$ cat src/rtl/array_host_driver.sv
`default_nettype none
// ---------------------------------------------------------------------------
// array_host_driver : weight preload / start / result sequencer for the systolic
// matrix-vector array. Option macro: ARRAY_HOST_DRIVER_REUSE_EN.  Rev 1.0
// ---------------------------------------------------------------------------
module array_host_driver #(
  parameter int DW      = 8,
  parameter int ROWS    = 2,
  parameter int COLS    = 2,
  parameter int ROW_W   = 1,
  parameter int COL_W   = 1,
  parameter int ACC_W   = 16,
  parameter int CYCLE_W = 3,
  parameter int LAT     = 6
) (
  input  logic                     clk,
  input  logic                     rst,
  input  logic                     s_valid,
  output logic                     s_ready,
  input  logic [DW-1:0]            s_data,
  input  logic                     x_valid,
  output logic                     x_ready,
  input  logic [COLS*DW-1:0]       x_data,
  output logic                     preload_valid,
  output logic [ROW_W+COL_W-1:0]   preload_addr,
  output logic [DW-1:0]            preload_data,
  output logic                     start,
  output logic [COLS*DW-1:0]       x_vector_flat,
  input  logic [ROWS*ACC_W-1:0]    result_flat,
  output logic                     r_valid,
  input  logic                     r_ready,
  output logic [ACC_W-1:0]         r_data,
  output logic                     r_last,
`ifdef ARRAY_HOST_DRIVER_REUSE_EN
  input  logic                     reload,
`endif
  output logic                     busy
);

  typedef enum logic [2:0] {
    LOAD   = 3'd0,
    WAIT_X = 3'd1,
    START  = 3'd2,
    RUN    = 3'd3,
    DRAIN  = 3'd4
  } state_t;

`ifdef ARRAY_HOST_DRIVER_REUSE_EN
  localparam state_t DRAIN_NEXT = WAIT_X;
  logic reload_req;
  assign reload_req = reload;
`else
  localparam state_t DRAIN_NEXT = LOAD;
  logic reload_req;
  assign reload_req = 1'b0;
`endif

  state_t                  state, state_nx;
  logic [ROW_W-1:0]        row;
  logic [COL_W-1:0]        col;
  logic [CYCLE_W-1:0]      cnt;
  logic [ROW_W-1:0]        idx;
  logic [ROWS*ACC_W-1:0]   res;

  logic s_hs, x_hs, r_hs, last_beat, run_done, last_row;

  assign s_ready   = (state == LOAD);
  assign x_ready   = (state == WAIT_X) && !reload_req;
  assign r_valid   = (state == DRAIN);
  assign busy      = (state == START) || (state == RUN);

  assign s_hs      = s_valid && s_ready;
  assign x_hs      = x_valid && x_ready;
  assign r_hs      = r_valid && r_ready;
  assign last_beat = (row == ROW_W'(ROWS-1)) && (col == COL_W'(COLS-1));
  assign run_done  = (cnt == CYCLE_W'(LAT-1));
  assign last_row  = (idx == ROW_W'(ROWS-1));

  // Captured rows are held, so r_data/r_last stay stable under backpressure.
  assign r_data    = res[int'(idx)*ACC_W +: ACC_W];
  assign r_last    = r_valid && last_row;

  always_ff @(posedge clk) begin
    if (rst) state <= LOAD;
    else     state <= state_nx;
  end

  always_comb begin
    state_nx = state;
    case (state)
      LOAD:    if (s_hs && last_beat) state_nx = WAIT_X;
      WAIT_X: begin
        if (reload_req) state_nx = LOAD;
        else if (x_hs)  state_nx = START;
      end
      START:   state_nx = RUN;
      RUN:     if (run_done) state_nx = DRAIN;
      DRAIN:   if (r_hs && last_row) state_nx = DRAIN_NEXT;
      default: state_nx = LOAD;
    endcase
  end

  always_ff @(posedge clk) begin
    if (rst) begin
      preload_valid <= 1'b0;
      preload_addr  <= '0;
      preload_data  <= '0;
      start         <= 1'b0;
      x_vector_flat <= '0;
      row           <= '0;
      col           <= '0;
      cnt           <= '0;
      idx           <= '0;
      res           <= '0;
    end else begin
      preload_valid <= s_hs;
      start         <= x_hs;
      if (s_hs) begin
        preload_addr <= {row, col};
        preload_data <= s_data;
        if (last_beat) begin
          row <= '0;
          col <= '0;
        end else if (col == COL_W'(COLS-1)) begin
          col <= '0;
          row <= row + ROW_W'(1);
        end else begin
          col <= col + COL_W'(1);
        end
      end
      if (x_hs) x_vector_flat <= x_data;
      if (state == START)    cnt <= '0;
      else if (state == RUN) cnt <= cnt + CYCLE_W'(1);
      if ((state == RUN) && run_done) res <= result_flat;
      if (r_hs) idx <= last_row ? '0 : idx + ROW_W'(1);
    end
  end

endmodule
`default_nettype wire

$ cat config.mk
export PLATFORM = sky130hd
export DESIGN_NAME = array_host_driver
export DESIGN_NICKNAME = d
export VERILOG_FILES = /design/src/rtl/array_host_driver.sv
export SDC_FILE = /design/constraint.sdc
export NUM_CORES = 1
export LEC_CHECK = 0
export CAP_MARGIN = 20
export CORE_AREA = 2 2 83 85
export CTS_BUF_LIST = sky130_fd_sc_hd__clkbuf_8
export DETAILED_ROUTE_END_ITERATION = 10
export DIE_AREA = 0 0 85 87
export PLACE_DENSITY = 0.92
export SLEW_MARGIN = 20
export SYNTH_ARGS = -nofsm -noshare
export SYNTH_HDL_FRONTEND = slang
export SYNTH_SLANG_ARGS = --single-unit
$ cat constraint.sdc
create_clock -name clk -period 1.6 [get_ports clk]
set_input_delay 0.32 -clock clk [delete_from_list [all_inputs] [get_ports clk]]
set_output_delay 0.32 -clock clk [all_outputs]
set_load 0.01 [all_outputs]
==> impl_metrics.py, run 1 <==
metrics = {
    "power": {
        "seqPwrFrac_pct": 48.8,
        "pwr-share-clk_pct": 40.9,
        "ir_drop_v": 0.000766,
        "intPower_mw": 2.84,
        "p_per_area_nw_per_um2": 834,
        "p_switching_uw": 791,
        "leakagePower_nw": 1.64,
        "combinationalPowerShare_pct": 10.3,
        "swShare_pct": 21.8,
    },
    "floorplanning": {
        "die_w_um": 85,
        "core_sq_um": 6570,
        "start_util_pct": 43.0,
        "die-area_sq_um": 7400,
        "rows": 30,
        "num_io_pins": 110,
        "die_h_um": 87,
    },
    "global_routing": {
        "overflow": 0,
        "grt_use_met3_pct": 4.74,
        "grt_pass1_vias": 2632,
        "grt_pass1_wl_um": 11900,
        "grt_antenna_before_repair": 0,
        "grt_max_degree": 33,
        "met2_usage_pct": 38.3,
        "grtUsageTotal_pct": 20.2,
        "met1_usage_pct": 21.4,
        "top_usage_layer": "met2",
    },
    "finish": {
        "fin_area_sq_um": 4350,
        "fillers": 523,
        "stdcell_count": 540,
        "drive_above_1_share_pct": 19.1,
        "diodes": 0,
        "utilization_pct": 66.2,
        "area_delta_synth_final_pct": 53.8,
        "nNetsFinal": 518,
    },
    "logic_synthesis": {
        "syn-num-nets": 401,
        "synthAdderAreaFrac_pct": 0.885,
        "synthFlopType": "dfxtp_1",
        "synth_compound_area_share_pct": 11.2,
        "synth_top_family_by_area": "simple AND/OR/NAND/NOR gates",
        "muxShareOfSynthArea_pct": 7.12,
        "ys_seq_area_share_pct": 48.8,
        "synth_top_cell_area_share_pct": 48.8,
        "yosys.area_share.simple_pct": 24.4,
        "synth-seq-cells": 69,
        "ys_types": 31,
        "ys_async_sr_fraction_pct": 0,
        "yosys-top-cells-area": "dfxtp_1 (49%), nand2_1 (17%), a21oi_1 (11%)",
        "yosys.area.top_type": "dfxtp_1",
        "synth.avg_cell_area_sq_um": 8.37,
        "ys_top_cells_by_count": "nand2_1 (125), dfxtp_1 (69), a21oi_1 (62), mux2_2 (17)",
        "yosys_warnings": 0,
        "synth_cells": 338,
        "yosysMostFrequentCell": "nand2_1",
        "synth_edf_count": 0,
        "netlist_area_sq_um": 2830,
        "synth-xor-area-share_pct": 1.24,
    },
    "timing": {
        "worst_slew_pin_slew_ns": 0.368,
        "hold_viol": 0,
        "period_share_pct": 100,
        "skew_ns": 0.00984,
        "slew_headroom_pct": 75.4,
        "fmax_ghz": 0.625,
        "finalSetupViolCount": 2,
        "maxSlewViolCount": 0,
        "rsz0062_at_grt": "yes",
        "final.min_clock_period_ns": 1.60,
        "worst_slack_ns": -0.000414,
    },
    "clock_network": {
        "cts.sinks": 69,
        "hold_buffers": 0,
        "clock_tree.buffer_depth": 2,
        "cts_tree": "yes",
        "h-tree-depth": 3,
        "post_cts_buffers": 0,
        "clk_pin_slew_ns": 0.07,
        "clkLatencyLatePin_ns": 0.33,
        "root_buffer": "clkbuf_8",
        "cts_buffers": 9,
    },
    "min_path": {
        "min_from": "rst",
        "hp-class": "in2reg",
    },
    "detailed_routing": {
        "wirelength_um": 7580,
        "drcViolationCount": 0,
        "drtIter0Drc": 114,
        "drtAntennaViolNets": 0,
        "wl_per_cell_um": 14.0,
        "first_pass_iters": 4,
        "vias": 2661,
        "post_drt_via_cell_ratio": 4.93,
    },
    "place": {
        "dp_hpwl_um": 5400,
        "place_inst": 523,
        "finalWeightedCongestion": 0.814,
        "placed_cell_area_sq_um": 4040,
        "io_buffer_count": 109,
    },
    "run": {
        "drv_cap": 0,
    },
    "critical_path": {
        "startpoint_type": "register",
        "crit-reg2reg-launch": "state[2]",
        "worstPathMaxFanout": 7,
        "path_class": "reg2out",
        "crit_path_start": "idx",
        "cp_data_required_time_ns": 1.28,
        "endpoint_kind": "primary output",
        "arrival_ns": 1.28,
    },
    "status": {
        "outcome": "finished, violations left",
        "violations": "setup timing",
    },
}
==> cell type report <==
cell class / count / area [sq um] / share of cell area, %
well taps: 80 / 100 / 2.30
multi-input cells: 242 / 1340 / 30.8
flip-flops and latches: 69 / 1390 / 32.0
repair buffers: 131 / 1310 / 30.0
clock buffers: 9 / 124 / 2.85
clock inverters: 7 / 82.6 / 1.90
inverters: 2 / 7.51 / 0.173
==> cells in the final DEF, fill, tap and decap left out, types with 4 or more instances in the layout <==
| cell type | n |
|---|---|
| a21oi_1 | 62 |
| buf_2 | 6 |
| buf_4 | 15 |
| buf_6 | 19 |
| clkbuf_8 | 9 |
| clkdlybuf4s50_1 | 86 |
| dfxtp_1 | 66 |
| inv_1 | 4 |
| mux2_4 | 16 |
| nand2_1 | 125 |
| nor2_1 | 7 |
==> critical path, stage by stage, from the launching register on <==
cell     delay (ns)
dfxtp_4        0.38
buf_8          0.15
mux2_4         0.31
buf_6          0.12
==> cells by family after synthesis <==
group	after synthesis
AND/OR/NAND/NOR	155
flip-flops	69
AO/OA/AOI/OAI	63
buffers and inverters	27
multiplexers	18
XOR/XNOR	4
adder cells (fa/ha/maj)	2
==> state kept, by name (all words and copies together), names as in the netlist <==
| name | count |
|---|---|
| start | 1 |
| preload_data | 8 |
| res | 32 |
| preload_valid | 1 |
| idx | 1 |
| col | 1 |
| cnt | 3 |
| x_vector_flat | 16 |
| preload_addr | 2 |
| state | 3 |
| row | 1 |
==> layer usage <==
layer  part of all wire, %  wire [um]  vias to the layer above
met2                    54       4090                       80
met4                   2.7        208                        0
li1                      -          -                     1330
met3                   4.2        316                       18
met5                     0          0                        -
met1                    39       2960                     1233
==> stage by stage <==
step | setup slack [ns] | total power [mW] | hold WS (ns) | TNS [ns]
final | -0.000414 | 3.63 | 0.373 | -0.000617
after global routing | -0.0475 | 3.76 | 0.405 | -0.555
after CTS | -0.0385 | 3.67 | 0.362 | -0.348
after detailed placement | -0.105 | 2.19 | 0.446 | -2.36
after floorplan | 0.178 | 1.94 | 0.433 | 0
after global placement | -0.0688 | 2.18 | 0.438 | -1.21
==> final timing paths <==
kind                           end  slack, ns  depth (start not counted)
setup / recovery         r_data[3]    -0.0004                          3
hold / removal            state[2]       0.37                          4
hold reg to reg    preload_data[3]       0.46                          2
setup reg to reg  x_vector_flat[9]       0.08                          6
==> power by group through the flow <==
stage                     registers (mW)  clock network (mW)  logic (mW)
final                               1.77                1.48       0.374
after global routing                1.77                1.59       0.400
after CTS                           1.77                1.52       0.377
after detailed placement            1.81                   0       0.376
after global placement              1.81                   0       0.368
after floorplan                     1.82                   0       0.122
==> repair_timing <==
| item | 4_1_cts | 5_1_grt |
|---|---|---|
| gates resized for setup | 119 | 12 |
| cloned | 1 | 0 |
| endpoints found under the setup margin | 21 | 37 |
| pin swaps | 0 | 1 |
Power figures use the tool's default switching activity.
==> inputs of run 2 (changes only) <==
--- a/config.mk
+++ b/config.mk
@@ -6,10 +6,11 @@
 export NUM_CORES = 1
 export LEC_CHECK = 0
 export CAP_MARGIN = 20
-export CORE_AREA = 2 2 83 85
+export CORE_AREA = 3 3 84 86
 export CTS_BUF_LIST = sky130_fd_sc_hd__clkbuf_8
 export DETAILED_ROUTE_END_ITERATION = 10
-export DIE_AREA = 0 0 85 87
+export DIE_AREA = 0 0 87 89
+export GPL_TIMING_DRIVEN = 1
 export PLACE_DENSITY = 0.92
 export SLEW_MARGIN = 20
 export SYNTH_ARGS = -nofsm -noshare
==> run 2 against run 1 <==
The flow still finishes with violations (setup timing); final cell count increased by 1.5%; sequential cell count did not move; critical path type unchanged; sequential power about the same.
==> impl_metrics.py, run 2 (same netlist as run 1, synthesis figures left out) <==
metrics = {
    "timing": {
        "worst_slack_ns": -0.0918,
        "hold_viol": 0,
        "rsz0062_at_grt": "yes",
        "finalSetupViolCount": 16,
        "worst_slew_pin_slew_ns": 0.407,
        "maxSlewViolCount": 0,
        "final.min_clock_period_ns": 1.69,
        "fin_tns_setup_ns": -1.05,
        "skew_ns": 0.00990,
        "finalHoldWorstSlack_ns": 0.225,
        "period_share_pct": 106,
        "slew_headroom_pct": 72.9,
        "fmax_ghz": 0.591,
    },
    "critical_path": {
        "cp_data_required_time_ns": 1.28,
        "path_class": "reg2out",
        "worstPathMaxFanout": 7,
        "arrival_ns": 1.37,
        "startpoint_type": "register",
        "endpoint_kind": "primary output",
        "crit-reg2reg-launch": "state[2]",
        "crit_path_start": "idx",
    },
    "detailed_routing": {
        "vias": 2679,
        "first_pass_iters": 4,
        "wl_per_cell_um": 14.1,
        "drtAntennaViolNets": 0,
        "wirelength_um": 7750,
        "drcViolationCount": 0,
        "drtIter0Drc": 96,
        "post_drt_via_cell_ratio": 4.89,
    },
    "power": {
        "leakagePower_nw": 1.79,
        "p_per_area_nw_per_um2": 835,
        "report.power.total_mw": 3.70,
        "ir_drop_v": 0.000495,
    },
    "clock_network": {
        "cts_tree": "yes",
        "root_buffer": "clkbuf_8",
        "clkLatencyLatePin_ns": 0.34,
        "cts_buffers": 9,
        "h-tree-depth": 3,
        "clock_tree.buffer_depth": 2,
        "hold_buffers": 0,
        "cts.sinks": 69,
        "clk_pin_slew_ns": 0.07,
    },
    "floorplanning": {
        "num_io_pins": 110,
        "die_w_um": 87,
        "core_sq_um": 6350,
        "die_h_um": 89,
        "start_util_pct": 44.5,
        "rows": 29,
        "die-area_sq_um": 7740,
    },
    "finish": {
        "final_common_cell": "nand2_1",
        "area_delta_synth_final_pct": 56.7,
        "reg_top3": "res x32, x_vector_flat x16, preload_data x8",
        "nNetsFinal": 529,
        "regMostFlops": "res",
        "drive_above_1_share_pct": 21.0,
        "diodes": 0,
        "largest_reg_flops": 32,
        "layout_common_cells": "nand2_1 (125), clkdlybuf4s50_1 (81), dfxtp_1 (65), a21oi_1 (62), buf_4 (26)",
        "fin_area_sq_um": 4430,
    },
    "run": {
        "drv_cap": 0,
    },
    "status": {
        "outcome": "finished, violations left",
        "violations": "setup timing",
    },
    "global_routing": {
        "overflow": 0,
        "grtUsageTotal_pct": 20.3,
        "grt_max_degree": 41,
        "grt_pass1_wl_um": 12400,
        "grt_antenna_before_repair": 0,
        "grt_pass1_vias": 2633,
    },
    "place": {
        "pre_cts_ws_ns": -0.106,
        "finalWeightedCongestion": 0.768,
        "placed_cell_area_sq_um": 4020,
        "dp_hpwl_um": 5320,
        "io_buffer_count": 109,
    },
    "min_path": {
        "hp-class": "in2reg",
        "min_from": "rst",
    },
}
## run 2: changes by cell type in the layout (fill, tap and decap cells not counted), sizes merged
cell and delta:
dlygate4sd2 +2, dlymetal6s2s +5, clkinvlp +2, buf +9, clkdlybuf4s50 -5, clkinv -1
inv -1
## run 2: final cells by class
cell class / count / area (sq um)
repair buffers: 142 / 1390
flip-flops and latches: 69 / 1390
inverters: 2 / 7.51
well taps: 77 / 96.3
clock buffers: 9 / 124
fillers: 481 / 1920
multi-input cells: 242 / 1320
clock inverters: 7 / 97.6
## run 2: report_power, final
group | leakage, nW | total [mW] | switching, mW | internal, mW
logic | 1.12 | 0.371 | 0.144 | 0.227
clock network | 0.106 | 1.56 | 0.678 | 0.882
registers | 0.561 | 1.77 | 0.0223 | 1.75
total | 1.79 | 3.70 | 0.844 | 2.86
## run 2: routing by layer
layer  part of all wire, %  wire [um]  track usage [%]
met1                    39       3010             22.6
met2                    56       4330             37.7
met3                   3.3        256             3.50
met4                   2.0        153             9.49
met5                     0          0                0
## run 2: what timing repair did
| item | CTS | global route |
|---|---|---|
| buffers inserted | 8 | 6 |
| gates resized for setup | 109 | 14 |
| endpoints found under the setup margin | 21 | 29 |
| pin swaps | 2 | 1 |
## run 2: critical path: stages (launching register included)
cell and delay [ns]:
dfxtp_2 0.36, buf_6 0.14, buf_4 0.12, mux2_4 0.29
buf_6 0.12
## run 2: through the flow
stage               utilization, %  std cells
floorplan                        -        338
CTS                           68.5        542
detailed placement            63.3        518
global placement              63.3        518
finish                        69.8        548
global route                  69.8        548
## run 2: path summary, 6_finish.rpt
path,endpoint,slack [ns],depth (start not counted)
max,r_data[13],-0.09,4
min,state[0],0.22,2
max reg2reg,state[1],0.11,6
min reg2reg,res[27],0.46,2
